## src/rtl/aes_round_seq.sv

```systemverilog
// AES round sequencer: accepts a block/key, steps a round core through NR rounds, then returns the result.
// Optional scope trigger output `trig` is enabled by defining AES_ROUND_SEQ_TRIGGER_EN.
module aes_round_seq #(
  parameter int DATA_W     = 128,
  parameter int KEY_W      = 256,
  parameter int MAX_ROUNDS = 14   // must be at least 14
) (
  input  logic              clk,
  input  logic              rst,
  input  logic              in_valid,
  output logic              in_ready,
  input  logic [DATA_W-1:0] in_data,
  input  logic [KEY_W-1:0]  in_key,
  input  logic [1:0]        key_len,
  output logic [DATA_W-1:0] core_data,
  output logic [KEY_W-1:0]  core_key,
  output logic              first_round,
  output logic              final_round,
  output logic [7:0]        round_const,
  input  logic [DATA_W-1:0] core_out,
  output logic              out_valid,
  input  logic              out_ready,
  output logic [DATA_W-1:0] out_data,
  output logic              busy,
  output logic              cfg_err,
  output logic [1:0]        state_dbg
`ifdef AES_ROUND_SEQ_TRIGGER_EN
  ,
  output logic              trig
`endif
);

  // Handshakes: a transfer happens on a rising edge where valid and ready are both high;
  // in_ready is high only in IDLE, out_valid stays high with stable out_data until taken.
  typedef enum logic [1:0] {
    IDLE    = 2'd0,
    ROUND   = 2'd1,
    CAPTURE = 2'd2,
    OUTPUT  = 2'd3
  } state_t;

  localparam int CW = $clog2(MAX_ROUNDS + 1);

  state_t            state_q;
  logic [CW-1:0]     rcnt_q;
  logic [CW-1:0]     nr_q;
  logic [CW-1:0]     nr_d;
  logic [CW-1:0]     last_rnd;
  logic [DATA_W-1:0] data_q;
  logic [KEY_W-1:0]  key_q;
  logic [DATA_W-1:0] out_data_q;
  logic              out_valid_q;
  logic              first_q;
  logic              final_q;
  logic [7:0]        rc_q;
  logic              cfg_err_q;

  // GF(2^8) doubling modulo x^8+x^4+x^3+x+1 yields the next round constant.
  function automatic logic [7:0] xtime(input logic [7:0] b);
    return {b[6:0], 1'b0} ^ (b[7] ? 8'h1B : 8'h00);
  endfunction

  always_comb begin
    nr_d = CW'(10);
    case (key_len)
      2'b01:   nr_d = CW'(12);
      2'b10:   nr_d = CW'(14);
      default: nr_d = CW'(10);
    endcase
  end

  assign last_rnd = nr_q - 1'b1;

  always_ff @(posedge clk) begin
    if (rst) begin
      state_q     <= IDLE;
      rcnt_q      <= '0;
      nr_q        <= '0;
      data_q      <= '0;
      key_q       <= '0;
      out_data_q  <= '0;
      out_valid_q <= 1'b0;
      first_q     <= 1'b0;
      final_q     <= 1'b0;
      rc_q        <= 8'h00;
      cfg_err_q   <= 1'b0;
    end else begin
      cfg_err_q <= 1'b0;
      case (state_q)
        IDLE: begin
          if (in_valid) begin
            if (key_len == 2'b11) begin
              cfg_err_q <= 1'b1;
            end else begin
              data_q  <= in_data;
              key_q   <= in_key;
              nr_q    <= nr_d;
              rcnt_q  <= '0;
              first_q <= 1'b1;
              final_q <= 1'b0;
              rc_q    <= 8'h01;
              state_q <= ROUND;
            end
          end
        end
        ROUND: begin
          first_q <= 1'b0;
          if (rcnt_q == last_rnd) begin
            final_q <= 1'b0;
            rc_q    <= 8'h00;
            state_q <= CAPTURE;
          end else begin
            rcnt_q  <= rcnt_q + 1'b1;
            final_q <= ((rcnt_q + 1'b1) == last_rnd);
            rc_q    <= xtime(rc_q);
          end
        end
        CAPTURE: begin
          out_data_q  <= core_out;
          out_valid_q <= 1'b1;
          state_q     <= OUTPUT;
        end
        OUTPUT: begin
          if (out_ready) begin
            out_valid_q <= 1'b0;
            state_q     <= IDLE;
          end
        end
        default: state_q <= IDLE;
      endcase
    end
  end

  assign in_ready    = (state_q == IDLE);
  assign busy        = (state_q != IDLE);
  assign core_data   = data_q;
  assign core_key    = key_q;
  assign first_round = first_q;
  assign final_round = final_q;
  assign round_const = rc_q;
  assign out_valid   = out_valid_q;
  assign out_data    = out_data_q;
  assign cfg_err     = cfg_err_q;
  assign state_dbg   = state_q;

`ifdef AES_ROUND_SEQ_TRIGGER_EN
  assign trig = (state_q == ROUND);
`endif

endmodule

```

## config.mk

```make
export PLATFORM = sky130hd
export DESIGN_NAME = aes_round_seq
export DESIGN_NICKNAME = d
export VERILOG_FILES = /design/src/rtl/aes_round_seq.sv
export SDC_FILE = /design/constraint.sdc
export NUM_CORES = 1
export LEC_CHECK = 0
export ABC_CLOCK_PERIOD_IN_PS = 2800
export CAP_MARGIN = 40
export CORE_AREA = 2 2 403 405
export CTS_BUF_LIST = sky130_fd_sc_hd__clkbuf_4
export DETAILED_ROUTE_END_ITERATION = 10
export DIE_AREA = 0 0 405 407
export PLACE_DENSITY = 0.31
export SYNTH_ARGS = -nofsm -noshare
export SYNTH_HDL_FRONTEND = slang
export SYNTH_SLANG_ARGS = --single-unit
```

## constraint.sdc

```tcl
create_clock -name clk -period 2.8 [get_ports clk]
set_clock_uncertainty 0.05 [all_clocks]
set_input_delay 0.56 -clock clk [delete_from_list [all_inputs] [get_ports clk]]
set_output_delay 0.56 -clock clk [all_outputs]
set_load 0.1 [all_outputs]
```

==> metrics.md, run 1 <==
| Metric | Value |
|---|---|
| Cell Pwr Density | `925 mW/mm^2` |
| Simple-Gate Fraction of Synth Area | `19.2%` |
| Tcrit/Tclk final | `94.1%` |
| Port bufs | `1,045` |
| Yosys Warn Count | `0` |
| IR drop worst, VDD | `0.359 mV` |
| Async set-or-reset flop fraction in the synthesized netlist | `0%` |
| Syn Area/Cell | `8.52 sq um` |
| DR WL/cell | `17.1 um` |
| Root buf cell | `clkbuf_4` |
| Placed cells | `5,321` |
| Share of power burned in registers | `26.9%` |
| Vias in the first global route | `22,300` |
| Pint | `17,900 uW` |
| Fillers | `17,900` |
| Clk buf depth | `3` |
| Max-Cap Viols | `0` |
| Arrival time of the worst setup path | `2.03 ns` |
| Initial cell density of the core | `11.7%` |
| Final hold slack | `0.269 ns` |
| Height of the die | `407 um` |
| Routability Congestion | `0.763` |
| Gr ovfl total | `0` |
| Post-detail-place hpwl | `78,600 um` |
| Synth Net Count | `2,724` |
| Std cell rows | `147` |
| Most common cell after layout, fill and taps aside | `nand2_1` |
| Seq/Total Area, Yosys | `57.0%` |
| Clk pwr share | `23.8%` |
| Clock Sinks | `533` |
| Comb power frac | `49.3%` |
| Fin cells | `6,157` |
| Leak Pwr | `0.0154 uW` |
| Adder-cell share of the synthesized area | `0.601%` |
| NetSw | `17,600 uW` |
| Status | `completed` |
| Hold Path Class | `in -> reg` |
| Core ar. | `0.160 sq mm` |
| First-pass GRT wire length | `148,000 um` |
| Final Cell Area | `0.0384 sq mm` |
| Initial antenna violation count | `10` |
| Synth unique cells | `43` |
| Buffers & Inverters on Critical Path | `3` |
| Post-Syn Instances | `2,197` |
| Vias/cell | `3.47` |
| Post-synthesis compound-gate area fraction | `11.4%` |
| Final min period | `2.64 ns` |
| Layout cells sized above 1 | `23.1%` |
| CTS buffer count | `181` |
| Most frequent cells in the layout | `nand2_1 (772), buf_4 (570), dfxtp_1 (529)` |
| Final hold viol count | `0` |
| Largest stage delay, worst path | `0.35 ns` |
| Multi-input gate area | `0.00725 sq mm` |
| GRT Util Overall | `12.2%` |
| Post-synthesis mux area share | `6.95%` |
| Crit path max fanout | `4` |
| DP Area | `0.0308 sq mm` |
| DRC Markers | `0` |
| Area of the mapped netlist | `0.0187 sq mm` |
| Largest family of logic cells by synthesized area | `simple AND/OR/NAND/NOR gates` |
| Seq cells post-synth | `533` |
| Post-Synth XOR/XNOR Area | `0.495%` |
| Largest net degree at the start of global routing | `79` |
| Final nets | `4,394` |
| Setup CP Type | `reg -> out` |
| Critical path cell sequence | `inv_4, ha_4, clkinvlp_4, buf_12` |
| Die area | `0.165 sq mm` |
| Ys flop type | `dfxtp_1` |
| Switching share of power | `49.5%` |
| Setup-failing EPs final | `0` |
| Via count | `21,400` |
| CP required | `2.19 ns` |
| Final WL | `105,000 um` |
| Sequential Area | `0.0107 sq mm` |
| I/O pin cnt | `1,046` |
| Slew Limit Fails | `0` |
| Slew of the pin with the lowest slew margin | `0.596 ns` |
| Setup crit start kind | `register` |
| CP max-delay cell | `dfxtp_4` |
| Worst skew pair latency | `1.12 ns` |
| Post-synth EDFFs | `0` |
| DR iter-0 viols | `694` |
| Worst-path clk slew | `0.05 ns` |
| Largest delay contributor family on the critical path | `flip-flops` |
| Fmax | `379 MHz` |
| Tot Pwr | `35,500 uW` |
| Worst relative slew slack | `60.3%` |
| Router iterations before antenna repair | `4` |
| RSZ-0062 raised after global routing | `yes` |
| Area growth syn-to-layout | `105%` |
| CTS tree | `built` |
| Die Wd | `405 um` |
| Final ANT Viol Nets | `0` |
| H-tree depth | `4` |
| CP endpoint kind | `output pin` |
-- kinds of logic after synthesis --
| kind of cell | count (synthesis) |
|---|---|
| and+or+nand+nor | 936 |
| xor gates and xnor gates | 8 |
| adders and majority gates | 9 |
| muxes | 130 |
| AOI/OAI and AO/OA | 411 |
| buffers and inverters | 170 |
| DFF | 533 |
-- layer usage --
layer | routed length, um | share of wire, % | GRT usage, % | vias to the layer above
met1 | 40100 | 38 | 12.9 | 9819
met5 | 24 | 0.023 | 0 | -
met4 | 3370 | 3.2 | 4.98 | 4
met2 | 52200 | 50 | 21.0 | 755
met3 | 9250 | 8.8 | 5.30 | 189
li1 | - | - | - | 10600
-- tightest hold or removal path: cells and delay by family --
| family | cells | cell delay [ns] |
|---|---|---|
| adders and majority gates | 1 | 0.20 |
| AOI/OAI and AO/OA | 1 | 0.08 |
| buffers and inverters | 2 | 0.55 |
-- state kept, by name, summed over array words and instances, names as in the netlist --
name	cells
core_data	128
nr_q	3
final_round	1
out_data	128
rcnt_q	4
state_dbg	2
cfg_err	1
core_key	256
out_valid	1
first_round	1
round_const	8
-- power groups by stage --
| stage | Clock (uW) | Sequential (uW) | Combinational (uW) |
|---|---|---|---|
| after floorplan | 0 | 18000 | 3630 |
| after global placement | 0 | 9700 | 17000 |
| after detailed placement | 0 | 9720 | 17000 |
| after CTS | 9010 | 9580 | 17800 |
| after global routing | 9370 | 9720 | 18400 |
| final | 8450 | 9560 | 17500 |
-- repair_timing --
action,4_1_cts,5_1_grt
pin swaps,1,1
setup endpoints to repair,14,2
hold buffers,515,0
resized for setup,24,0
setup buffers,6,2
hold endpoints to repair,533,0
-- worst paths after layout --
kind | slack [ns] | start | cells past startpoint | end
worst max-delay path | 0.16 | state_dbg[0] | 4 | busy
worst min-delay path | 0.27 | key_len[1] | 4 | nr_q[2]
worst max register to register | 0.55 | state_dbg[0] | 8 | out_data[88]
worst min register to register | 0.40 | core_key[63] | 2 | core_key[63]
-- metrics by stage --
stage / utilization, % / TNS [ns] / setup WS [ns]
finish: 24.0 / 0 / 0.164
global route: 24.0 / -0.184 / -0.124
CTS: 23.9 / -0.192 / -0.123
detailed placement: 19.2 / -0.0893 / -0.0893
global placement: 19.2 / -0.105 / -0.0986
floorplan: - / 0 / 0.118
-- cells in the mapped netlist, types with 3 or more instances --
| library cell | number | area, sq um |
|---|---|---|
| xnor2_1 | 4 | 35.0 |
| mux2i_1 | 130 | 1300 |
| clkbuf_1 | 65 | 244 |
| nand2b_1 | 7 | 43.8 |
| buf_6 | 11 | 124 |
| o32ai_1 | 3 | 26.3 |
| a211oi_1 | 3 | 22.5 |
| buf_2 | 84 | 420 |
| inv_1 | 7 | 26.3 |
| dfxtp_1 | 533 | 10700 |
| nand2_1 | 772 | 2900 |
| o22ai_1 | 3 | 18.8 |
| nor2_1 | 141 | 529 |
| ha_1 | 9 | 113 |
| nand3_1 | 3 | 15.0 |
| a21oi_1 | 389 | 1950 |
-- final cells by class --
| cell class | instances | area share, % |
|---|---|---|
| Timing Repair Buffer | 1650 | 40.2 |
| Antenna cell | 13 | 0.0848 |
| Multi-Input combinational cell | 1494 | 18.9 |
| Clock buffer | 268 | 5.24 |
| Clock inverter | 32 | 0.567 |
| Sequential cell | 533 | 27.8 |
| Inverter | 7 | 0.0913 |
| Tap cell | 2160 | 7.04 |
No activity file was read; power rests on OpenSTA's default activity.
==> run 2: changes to the inputs <==
ABC_CLOCK_PERIOD_IN_PS = 3400   (was 2800)
clock period = 3.4 ns   (was 2.8 ns; I/O delays follow)
==> metrics.md, run 2 (synthesis gave the netlist of run 1 again) <==
| Metric | Value |
|---|---|
| Status | `completed` |
| Std cell rows | `147 (unchanged)` |
| Crit. Startpoint | `state_dbg[0]` |
| DP Area | `0.0305 sq mm (-1.1%)` |
| Die Wd | `405 um (unchanged)` |
| CTS buffer count | `174 (-3.9%)` |
| Worst-path clk slew | `0.06 ns (about the same)` |
| Final setup TNS | `0 ns (unchanged)` |
| DR WL/cell | `17.2 um (+0.58%)` |
| Tcrit/Tclk final | `89.6%` |
| Buffers & Inverters on Critical Path | `3 (unchanged)` |
| Final min period | `3.05 ns` |
| Final WL | `105,000 um (-0.35%)` |
| First-pass GRT wire length | `147,000 um (-0.41%)` |
| I/O pin cnt | `1,046 (unchanged)` |
| Vias in the first global route | `21,700 (-2.6%)` |
| H-tree depth | `4 (unchanged)` |
| IR drop worst, VDD | `0.332 mV (-7.6%)` |
| Largest stage delay, worst path | `0.37 ns (+0.02 ns)` |
| CP max-delay cell | `dfxtp_2` |
| Final hold slack | `0.238 ns (-0.0309 ns)` |
| Vias/cell | `3.46 (-0.19%)` |
| Post-CTS Repair Setup Buffers | `0 (-6)` |
| Cell Pwr Density | `756 mW/mm^2 (-18%)` |
| Die area | `0.165 sq mm (unchanged)` |
| Setup CP Type | `reg -> out` |
| Final Cell Area | `0.0377 sq mm (-1.7%)` |
| Core ar. | `0.160 sq mm (unchanged)` |
| DRC Markers | `0 (unchanged)` |
| Initial antenna violation count | `8 (-2)` |
| Largest net degree at the start of global routing | `97 (+23%)` |
| RSZ-0062 raised after global routing | `no` |
| Arrival time of the worst setup path | `2.32 ns (+0.29 ns)` |
| Final nets | `4,351 (-0.98%)` |
| Crit Reg-Reg Startpoint | `state_dbg[0]` |
| Height of the die | `407 um (unchanged)` |
| Gr ovfl total | `0 (unchanged)` |
| Via count | `21,100 (-1.1%)` |
| Worst skew pair latency | `1.20 ns (+0.08 ns)` |
| Leak Pwr | `0.0150 uW (-2.1%)` |
| DR iter-0 viols | `739 (+6.5%)` |
| Largest delay contributor family on the critical path | `buffers and inverters` |
| CTS tree | `built` |
| Final ANT Viol Nets | `0 (unchanged)` |
| Critical path cell sequence | `inv_1, ha_2, inv_1, buf_4` |
| Setup crit start kind | `register` |
| Setup-failing EPs final | `0 (unchanged)` |
| Port bufs | `1,045 (unchanged)` |
| Initial cell density of the core | `11.7% (unchanged)` |
| Post-detail-place hpwl | `78,100 um (-0.66%)` |
| Routability Congestion | `0.752 (-1.5%)` |
| Max-Cap Viols | `0 (unchanged)` |
| CP endpoint kind | `output pin` |
| Max FFs per register | `256 (unchanged)` |
| Layout cells sized above 1 | `21.9% (-1.2 points)` |
| Final hold viol count | `0 (unchanged)` |
| Root buf cell | `clkbuf_4` |
| Worst relative slew slack | `51.2% (-9.0 points)` |
| Most frequent cells in the layout | `nand2_1 (772), buf_4 (561), dfxtp_1 (531)` |
| Most common cell after layout, fill and taps aside | `nand2_1` |
| Hold Path Class | `in -> reg` |
| Area growth syn-to-layout | `102%` |
| Fmax | `328 MHz` |
| Slew Limit Fails | `0 (unchanged)` |
| CP required | `2.67 ns (+0.48 ns)` |
| Hold path startpoint | `in_data[64]` |
| Clk buf depth | `3 (unchanged)` |
| Router iterations before antenna repair | `5 (+1)` |
| Crit path max fanout | `9 (+5)` |
| Most used cell along the critical path | `inv_1` |
| Clock Sinks | `533 (unchanged)` |
| Slew of the pin with the lowest slew margin | `0.732 ns (+0.135 ns)` |
| GRT Util Overall | `12.2% (+0.016 points)` |
==> run 2: cell types whose count changed in the layout (fill, tap and decap cells not counted), sizes merged <==
cell         delta
clkinvlp        -3
inv             +3
dlygate4sd3     -2
buf            -34
bufinv          -2
clkinv          +3
diode           -2
clkbuf         -20
==> run 2: what timing repair did <==
| action | in CTS | in global routing |
|---|---|---|
| hold buffers | 513 | 0 |
| setup endpoints to repair | 2 | 0 |
| resized for setup | 1 | 0 |
| hold endpoints to repair | 513 | 0 |
==> run 2: final cells by class <==
| cell class | count | area [sq um] |
|---|---|---|
| clock inverter | 33 | 216 |
| clock buffer | 248 | 1860 |
| sequential | 533 | 10700 |
| tap | 2160 | 2700 |
| antenna | 11 | 27.5 |
| multi-input combinational | 1494 | 7240 |
| inverter | 7 | 26.3 |
| fill | 17800 | 122000 |
| timing repair buffer | 1614 | 15000 |
==> run 2: final timing paths <==
| kind | endpoint | slack (ns) | depth (start not counted) |
|---|---|---|---|
| min reg2reg | core_data[69] | 0.40 | 2 |
| max reg2reg | out_data[102] | 0.90 | 6 |
| min | core_data[64] | 0.24 | 3 |
| max | busy | 0.35 | 4 |
==> run 2: routing by layer <==
metal | vias up | routed length (um) | global-route usage [%]
li1 | 10500 | - | -
met1 | 9696 | 40300 | 13.1
met2 | 738 | 52800 | 21.3
met3 | 191 | 8650 | 4.89
met4 | 4 | 2980 | 4.79
met5 | - | 24 | 0
==> run 2: per-stage QoR <==
step                      utilization, %  std cells  worst slack, ns  total power [uW]
after global placement              19.0       5295            0.365             21700
after global routing                23.6       6100           0.0227             30200
after CTS                           23.5       6089           0.0273             29200
after detailed placement            19.0       5295            0.396             21700
final                               23.6       6100            0.353             28500
after floorplan                        -       2197            0.264             17800
==> run 2: worst reg2reg max path, stage by stage (launching register included) <==
cell and delay [ns]:
dfxtp_2 0.34, inv_1 0.15, ha_4 0.61, buf_4 0.47
mux2i_1 0.23, nor2_1 0.05, dlygate4sd3_1 0.57
==> run 2: power breakdown <==
group	switching, uW	internal (uW)
clock network	3270	3350
logic	10500	3490
registers	641	7250
